**config.mk**
```make
export PLATFORM = sky130hd
export DESIGN_NAME = io_rx_responder
export DESIGN_NICKNAME = d
export VERILOG_FILES = /design/src/rtl/io_rx_responder.sv
export SDC_FILE = /design/constraint.sdc
export NUM_CORES = 1
export LEC_CHECK = 0
export ABC_AREA = 1
export CAP_MARGIN = 5
export CORE_UTILIZATION = 60
export DETAILED_ROUTE_END_ITERATION = 8
export GPL_ROUTABILITY_DRIVEN = 0
export PLACE_DENSITY = 0.8
export SLEW_MARGIN = 20
export SYNTH_ARGS = -nofsm -noshare
export SYNTH_HDL_FRONTEND = slang
export SYNTH_SLANG_ARGS = --single-unit
export TNS_END_PERCENT = 10
```
**constraint.sdc**
```tcl
create_clock -name clk -period 3.95 [get_ports clk]
set_clock_uncertainty 0.15 [all_clocks]
set_input_delay 1.185 -clock clk [delete_from_list [all_inputs] [get_ports clk]]
set_output_delay 1.185 -clock clk [all_outputs]
set_load 0.1 [all_outputs]
```
**src/rtl/io_rx_responder.sv**
```systemverilog
// io_rx_responder: 8N1 UART receiver with a byte FIFO that answers core IO read requests over req/ack.
module io_rx_responder #(
    parameter int CLKS_PER_BIT = 868,
    parameter int FIFO_DEPTH   = 16
) (
    input  logic                          clk,
    input  logic                          rstn,
    input  logic                          rxd,
    input  logic                          io_req,
    output logic                          io_ack,
    output logic [31:0]                   io_rdata,
    output logic                          rx_overflow,
    output logic                          frame_err,
    output logic [$clog2(FIFO_DEPTH):0]   fifo_count
);
    localparam int AW = $clog2(FIFO_DEPTH);
    localparam int BW = $clog2(CLKS_PER_BIT);
    localparam logic [BW-1:0] LAST = BW'(CLKS_PER_BIT - 1);
    localparam logic [BW-1:0] HALF = BW'(CLKS_PER_BIT / 2 - 1);
    localparam logic [AW:0]   FULL = (AW+1)'(FIFO_DEPTH);

    typedef enum logic [1:0] {IDLE, START, DATA, STOP} rx_state_t;
    typedef enum logic {RESP_IDLE, RESP_ACK} resp_state_t;

    rx_state_t   rx_state;
    resp_state_t resp_state;
    logic          rx_meta, rxs;
    logic [BW-1:0] baud;
    logic [2:0]    bit_idx;
    logic [7:0]    shift;
    logic [7:0]    mem [FIFO_DEPTH];
    logic [AW-1:0] wp, rp;
    logic          stop_tick, push, pop, accept;

    assign stop_tick = rx_state == STOP && baud == LAST;
    assign push      = stop_tick && rxs;
    assign pop       = resp_state == RESP_IDLE && io_req && fifo_count != '0;
    // a simultaneous pop frees the slot, so a push into a full FIFO still lands
    assign accept    = push && (fifo_count != FULL || pop);

    always_ff @(posedge clk) begin
        if (!rstn) begin
            rx_meta <= 1'b1;
            rxs     <= 1'b1;
        end else begin
            rx_meta <= rxd;
            rxs     <= rx_meta;
        end
    end

    always_ff @(posedge clk) begin
        if (!rstn) begin
            rx_state  <= IDLE;
            baud      <= '0;
            bit_idx   <= '0;
            frame_err <= 1'b0;
        end else begin
            frame_err <= stop_tick && !rxs;
            case (rx_state)
                IDLE:
                    if (!rxs) begin
                        rx_state <= START;
                        baud     <= '0;
                    end
                START:
                    if (baud == HALF) begin
                        rx_state <= rxs ? IDLE : DATA;
                        baud     <= '0;
                        bit_idx  <= '0;
                    end else baud <= baud + 1'b1;
                DATA:
                    if (baud == LAST) begin
                        shift[bit_idx] <= rxs;
                        baud           <= '0;
                        bit_idx        <= bit_idx + 3'd1;
                        if (bit_idx == 3'd7) rx_state <= STOP;
                    end else baud <= baud + 1'b1;
                STOP:
                    if (baud == LAST) begin
                        rx_state <= IDLE;
                        baud     <= '0;
                    end else baud <= baud + 1'b1;
                default: rx_state <= IDLE;
            endcase
        end
    end

    always_ff @(posedge clk) begin
        if (accept) mem[wp] <= shift;
    end

    always_ff @(posedge clk) begin
        if (!rstn) begin
            wp          <= '0;
            rp          <= '0;
            fifo_count  <= '0;
            rx_overflow <= 1'b0;
        end else begin
            if (accept) wp <= wp + 1'b1;
            if (pop) rp <= rp + 1'b1;
            fifo_count <= fifo_count + (AW+1)'(accept) - (AW+1)'(pop);
            if (push && !accept) rx_overflow <= 1'b1;
        end
    end

    always_ff @(posedge clk) begin
        if (!rstn) begin
            resp_state <= RESP_IDLE;
            io_ack     <= 1'b0;
            io_rdata   <= '0;
        end else begin
            io_ack     <= pop;
            resp_state <= pop ? RESP_ACK : RESP_IDLE;
            if (pop) io_rdata <= {24'b0, mem[rp]};
        end
    end
endmodule

```
# [After elaboration in Yosys (flattened, before gate mapping)]
# Memory sizes are Yosys's and may differ from the RTL's. A register that Yosys moved wholly into a read port is not among the register bits.
# Cells that the tools add are included.
[op_classes] n_addsub=6 n_lt_le_gt_ge=2 n_eq_ne=12 muxes=20 n_bitwise=1 reduce_logical=19
[ops] cell="$mux 10" count=3
[ops] cell="$pmux 10 s3" count=1
[ops] cell="$mux 2" count=6
[ops] cell="$add 10x1->10 const B" count=1
[ops] cell="$eq 10x10->1 const B" count=1
[ops] cell="$eq 10x9->1 const B" count=1
[ops] cell="$add 4x1->4 const B" count=2
[ops] cell="$bwmux 8" count=1
[ops] cell="$logic_and 1x1->1" count=8
[ops] cell="$ne 2x2->1 const B" count=4
[ops] cell="$pmux 2 s4" count=1
[ops] cell="$mux 3" count=2
[ops] cell="$pmux 3 s2" count=1
[ops] cell="$reduce_and 3->1" count=2
[ops] cell="$add 5x1->5" count=1
[ops] cell="$ne 5x5->1 const B" count=1
[ops] cell="$reduce_and 5->1" count=1
[ops] cell="$reduce_bool 5->1" count=1
[ops] cell="$sub 5x1->5" count=1
[ops] cell="$eq 2x2->1 const B" count=2
[ops] cell="$lt 3x4->1 const B" count=1
[ops] cell="$mux 1" count=4
[ops] cell="$add 3x1->3 const B" count=1
[ops] cell="$demux 1 s3" count=1
[ops] cell="other kinds (10)" count=12
[totals] ff_bits=42 mem_bits_rw=128 wordCells=74 mem_count=1
[mem_list] name="mem" words=16 width=8 rd=1 rd_ports_with_merged_regs=1 wr=1 line="31" text="logic [7:0] mem [FIFO_DEPTH];"

# [Logic depth before layout (Yosys ltp)]
[depth] depth_word=7 depth_mapped=16

# [Least setup slack after synthesis]
# Ideal clock, no wire load.
[synth_path] kind="flip-flop to flip-flop" from="reg fifo_count[2]" to="reg fifo_count[4]" setup_time_ps=119 t_arrival_ps=2962 required_time_ps=3681 slack_ps=718 path_stages_with_launch=15 path_buffers=0 path_cell_list="dfxtp_1 > inv_1 > ha_1 > nand2_1 > nor2_1 > nand2_1 > nand3_4 > ha_1 > inv_1 > ha_1 > fa_1 > nand3_1 > nand2_1 > o21ai_0 > a21oi_1"
[synth_via] elab_chain_len=6 word_cells_on_any_way=7
[synth_lines] item="start, declared" line="14" text="output logic [$clog2(FIFO_DEPTH):0] fifo_count"
[synth_lines] item="start signal, assigned" line="101" text="fifo_count <= fifo_count + (AW+1)'(accept) - (AW+1)'(pop);"
[synth_lines] item="$reduce_bool 5->1" line="37" text="assign pop = resp_state == RESP_IDLE && io_req && fifo_count != '0;"
[synth_lines] item="$logic_and 1x1->1" line="37"
[synth_lines] item="$logic_or 1x1->1" line="39" text="assign accept = push && (fifo_count != FULL || pop);"
[synth_lines] item="$logic_and 1x1->1" line="39"
[synth_lines] item="$add 5x1->5" line="101"
[synth_lines] item="$sub 5x1->5 *" line="101"
# Mark *: on every way between the ends. The rest lies on a longest branch, timed or not.
# A chain may end at the register's enable or synchronous reset.

# [Final worst setup path]
[layout_path] from="in io_req" to="reg fifo_count[4]"
[layout_via] elab_chain_len=6
[layout_lines] item="start, declared" line="9" text="input logic io_req,"
[layout_lines] item="$logic_and 1x1->1 * (2 in a row)" line="37"
[layout_lines] item="$logic_or 1x1->1" line="39"
[layout_lines] item="$logic_and 1x1->1" line="39"
[layout_lines] item="$add 5x1->5" line="101"
[layout_lines] item="$sub 5x1->5 *" line="101"
# Marks and branches as above.

==> impl_summary.txt <==
----------------------------------------------------
[Status]
  Result of the run ... finished, final reports clean

[Critical path]
  Crit path max fanout ... 4
  Delay of the slowest cell on the worst path ... approximately 0.46 ns
  Cells along the critical path ... clkdlybuf4s50_1 > inv_1 > nor2_1 > nor2_1 > nand2_1 > nand3_4 > ha_1 > inv_1 > ha_1 > fa_1 > nand3_1 > nand2_1 > o21ai_0 > a21oi_1
  Type of the setup path with the least slack ... in2reg
  Worst flop-to-flop path startpoint ... baud[0]$_SDFFE_PN0P_
  Source of the critical timing path ... io_req
  Slowest cell on crit path ... sky130_fd_sc_hd__clkdlybuf4s50_1
  Arrival time of the worst setup path ... about 3.5 ns
  Crit path launch type ... input port
  Kind of capture point of the worst setup path ... flip-flop
  Required @ worst endpoint ... 4.11 ns

[Synth]
  Post-synthesis share of cell area spent on and, or, nand and nor gates ... 21.03%
  Post-synthesis cell type with the largest combined area ... sky130_fd_sc_hd__edfxtp_1
  Dominant combinational cell family by area after synthesis ... simple AND/OR/NAND/NOR gates
  Post-synthesis mux area share ... 0%
  Sequential share of the synthesized area ... between 60% and 70%
  Average cell area after synthesis ... 9.986 um^2
  Synth cell types ... 34
  Largest cells by area after synthesis ... sky130_fd_sc_hd__edfxtp_1, sky130_fd_sc_hd__dfxtp_1, sky130_fd_sc_hd__nor2_1
  Share of synthesized cell area in full adder, half adder and majority cells ... under 10%
  Mapped cell area ... 7829 um^2
  Share of the synthesized area in the top cell type ... between 50% and 60%
  Async set-or-reset flop fraction in the synthesized netlist ... 0%
  Count of mapped cells out of synthesis ... a little under 800
  Synth warn ... 0
  Share of the synthesized area in compound gates (AO/OA/AOI/OAI) ... approximately 6%
  Main flop type after synthesis ... sky130_fd_sc_hd__edfxtp_1
  Synth Area in XOR/XNOR ... 0.4475%
  Post-synth EDFFs ... about 140
  Count of state elements after synthesis ... ~180

[Power and ir drop]
  P per Cell Area ... 611.0 nW/um^2
  Fraction of power consumed by combinational cells ... roughly 29%
  Internal power ... around 3.3 mW
  Leakage power ... 3.250 nW
  Worst supply voltage drop on vdd ... about 0.29 mV
  Switching power ... between 1.5 and 2 mW
  Clk pwr share ... 31.0%
  Switching power as a share of total power ... between 30% and 40%
  Reg power frac ... 40.3%

[Clock network]
  TritonCTS clock tree ... yes
  Worst-path clk slew ... approximately 0.06 ns
  Sink count of the clock tree ... around 180
  Max Buffers Root-to-Sink ... 2
  Maximum level of the CTS H-tree ... 4
  Post-CTS Setup Inserts ... 0
  Clock insertion delay at the later pin of the skew report ... around 0.42 ns
  Post-cts hold buffer count ... 0
  Clock root cell ... sky130_fd_sc_hd__clkbuf_16
  Total clock buffers created by CTS ... 17
  Number of resized instances in the post-cts repair step ... 0

[Global routing]
  Global-route wire length before repair ... 25980 um
  Overall track demand over capacity in global routing ... around a quarter
  Pin count of the biggest net entering global routing ... 67
  Number of global-route vias before repair ... 5238
  Residual overflow from global routing ... 0
  Number of antenna violations at the first check in global routing ... 0

[Timing]
  Timing-limited maximum frequency ... around 300 MHz
  Final setup fails ... 0
  Post-route fraction of the period consumed by the critical path ... between 80% and 90%
  Slew Limit Headroom ... about a third
  Final Slew Violations ... 0
  Fin. Hold Viols ... 0
  RSZ-0062 raised after global routing ... no
  Slew at the pin closest to its max-slew limit ... between 0.9 and 1 ns
  Minimum period implied by the final worst setup slack ... between 3 and 4 ns
  Worst setup slack after layout ... about 0.62 ns
  Setup TNS ... 0 ns

[Finish]
  Diode insertion count for antenna repair ... 0
  Area growth, synth to finish ... 9.397%
  Fraction of final layout cells sized beyond drive strength 1 ... between 9 and 10%
  Net count of the finished layout ... between 800 and 900

[Floorplanning]
  Number of primary I/O pins ... 44
  Die Y ... between 100 and 150 um
  Floorplan core area ... about 13000 um^2
  Initial cell density of the core ... 61.79%
  Die width ... 116.2 um
  Number of rows created at floorplan ... 41
  Overall die area ... roughly 14000 um^2

[Routing]
  Vias per cell ... around 5.6
  Via count of the routed design ... ~5500
  Detailed router's first-iteration violation count ... between 600 and 700
  Total wire length ... between 15000 and 20000 um
  Wirelength per Cell ... between 15 and 20 um
  Number of nets with antenna violations after detailed routing ... 0
  Number of iterations in the first detailed-routing pass ... 8
  Number of design rule violations left after detail routing ... 0

[Min path]
  Min-Delay Startpoint ... rx_meta$_SDFF_PN1_
  Hold WC Path Type ... reg2reg

[Placed design]
  Half-perimeter wire length after placement ... approximately 11000 um
  Placement-stage worst setup slack ... roughly 0.20 ns
  # port buffers ... 19

[Job]
  Number of max-cap violations ... 0

----------------------------------------------------
[critical path: cells and delay by family]
kind,cells,cell delay (ns)
compound gates,2,0.20
fa+ha+maj,3,0.94
buf+inv,3,0.54
simple gates,6,0.63
[power groups by stage]
stage          Sequential (mW)  Combinational [mW]  Clock, mW
2_1_floorplan             2.50               0.840          0
6_report                  2.11                1.50       1.62
3_3_place_gp              2.14                1.42          0
3_5_place_dp              2.15                1.47          0
4_1_cts                   2.11                1.48       1.64
5_1_grt                   2.12                1.63       1.71
[registers in the layout, summed over array words and instances (netlist names), 3 cells and up, named ones only]
name,count
mem,128
baud,10
io_rdata,8
shift,8
fifo_count,5
rp,4
wp,4
bit_idx,3
[per-stage QoR]
stage	cells	utilization [%]	hold slack [ns]	cell area, um^2	power [mW]
after detailed placement	948	63.01	0.2567	7984	3.620
final	980	67.59	0.2654	8564	5.233
after global routing	980	67.59	0.2748	8564	5.452
after global placement	948	63.01	0.2461	7984	3.567
after floorplan	807	-	0.2425	7915	3.336
after CTS	980	67.59	0.2711	8564	5.229
[final timing paths]
check	end	depth (start not counted)	slack [ns]
max	fifo_count[4]$_SDFF_PN0_	14	0.62
min	rxs$_SDFF_PN1_	1	0.27
max reg2reg	fifo_count[4]$_SDFF_PN0_	14	1.09
min reg2reg	rxs$_SDFF_PN1_	1	0.27
[cell usage after synthesis (2+ instances only)]
| library cell | n |
|---|---|
| sky130_fd_sc_hd__or2_2 | 3 |
| sky130_fd_sc_hd__inv_1 | 46 |
| sky130_fd_sc_hd__edfxtp_1 | 136 |
| sky130_fd_sc_hd__nor3_1 | 10 |
| sky130_fd_sc_hd__a21oi_1 | 23 |
| sky130_fd_sc_hd__inv_2 | 5 |
| sky130_fd_sc_hd__buf_4 | 31 |
| sky130_fd_sc_hd__nor2_1 | 178 |
| sky130_fd_sc_hd__dfxtp_1 | 41 |
| sky130_fd_sc_hd__nand4_1 | 3 |
| sky130_fd_sc_hd__buf_2 | 12 |
| sky130_fd_sc_hd__o21ai_0 | 42 |
| sky130_fd_sc_hd__clkinv_1 | 3 |
| sky130_fd_sc_hd__nor2_2 | 5 |
| sky130_fd_sc_hd__ha_1 | 15 |
| sky130_fd_sc_hd__nand3b_1 | 4 |
| sky130_fd_sc_hd__nand2_4 | 3 |
| sky130_fd_sc_hd__xnor2_1 | 2 |
| sky130_fd_sc_hd__nand2_2 | 3 |
| sky130_fd_sc_hd__buf_1 | 4 |
| sky130_fd_sc_hd__o21ai_1 | 29 |
| sky130_fd_sc_hd__nand3_4 | 2 |
| sky130_fd_sc_hd__xor2_1 | 2 |
| sky130_fd_sc_hd__nand2_1 | 93 |
| sky130_fd_sc_hd__clkbuf_1 | 8 |
| sky130_fd_sc_hd__nand3_1 | 73 |
[area by class of cell]
type	count	area, um^2
tap	172	215.2
multi-input combinational	519	2456
clock buffer	19	442.9
inverter	55	211.5
sequential	177	4906
timing repair buffer	25	195.2
clock inverter	13	137.6
fill	926	4106
[cell families after synthesis]
family,Yosys count
other,1
buffers and inverters,111
flip-flops,177
XOR/XNOR,4
AO/OA/AOI/OAI,95
AND/OR/NAND/NOR,380
adder cells (fa/ha/maj),16
[placed cells by master, fill, tap and decap left out, types with 10 or more instances in the layout]
cell type and n:
sky130_fd_sc_hd__o21ai_1 29, sky130_fd_sc_hd__nor2_1 178, sky130_fd_sc_hd__dfxtp_1 40, sky130_fd_sc_hd__buf_4 22, sky130_fd_sc_hd__a21oi_1 23, sky130_fd_sc_hd__nand3_1 73
sky130_fd_sc_hd__clkbuf_16 17, sky130_fd_sc_hd__conb_1 24, sky130_fd_sc_hd__nor3_1 10, sky130_fd_sc_hd__o21ai_0 42, sky130_fd_sc_hd__nand2_1 93, sky130_fd_sc_hd__inv_1 46
sky130_fd_sc_hd__ha_1 15, sky130_fd_sc_hd__edfxtp_1 136
[layer usage]
layer	GRT usage (%)	share of wire [%]	vias up
met3	6.072	7.4	61
met1	31.16	38	2586
met4	15.73	4.7	0
li1	-	-	2611
met5	0	0	-
met2	44.14	50	252
Note: power is estimated with default switching activity, not from simulation.
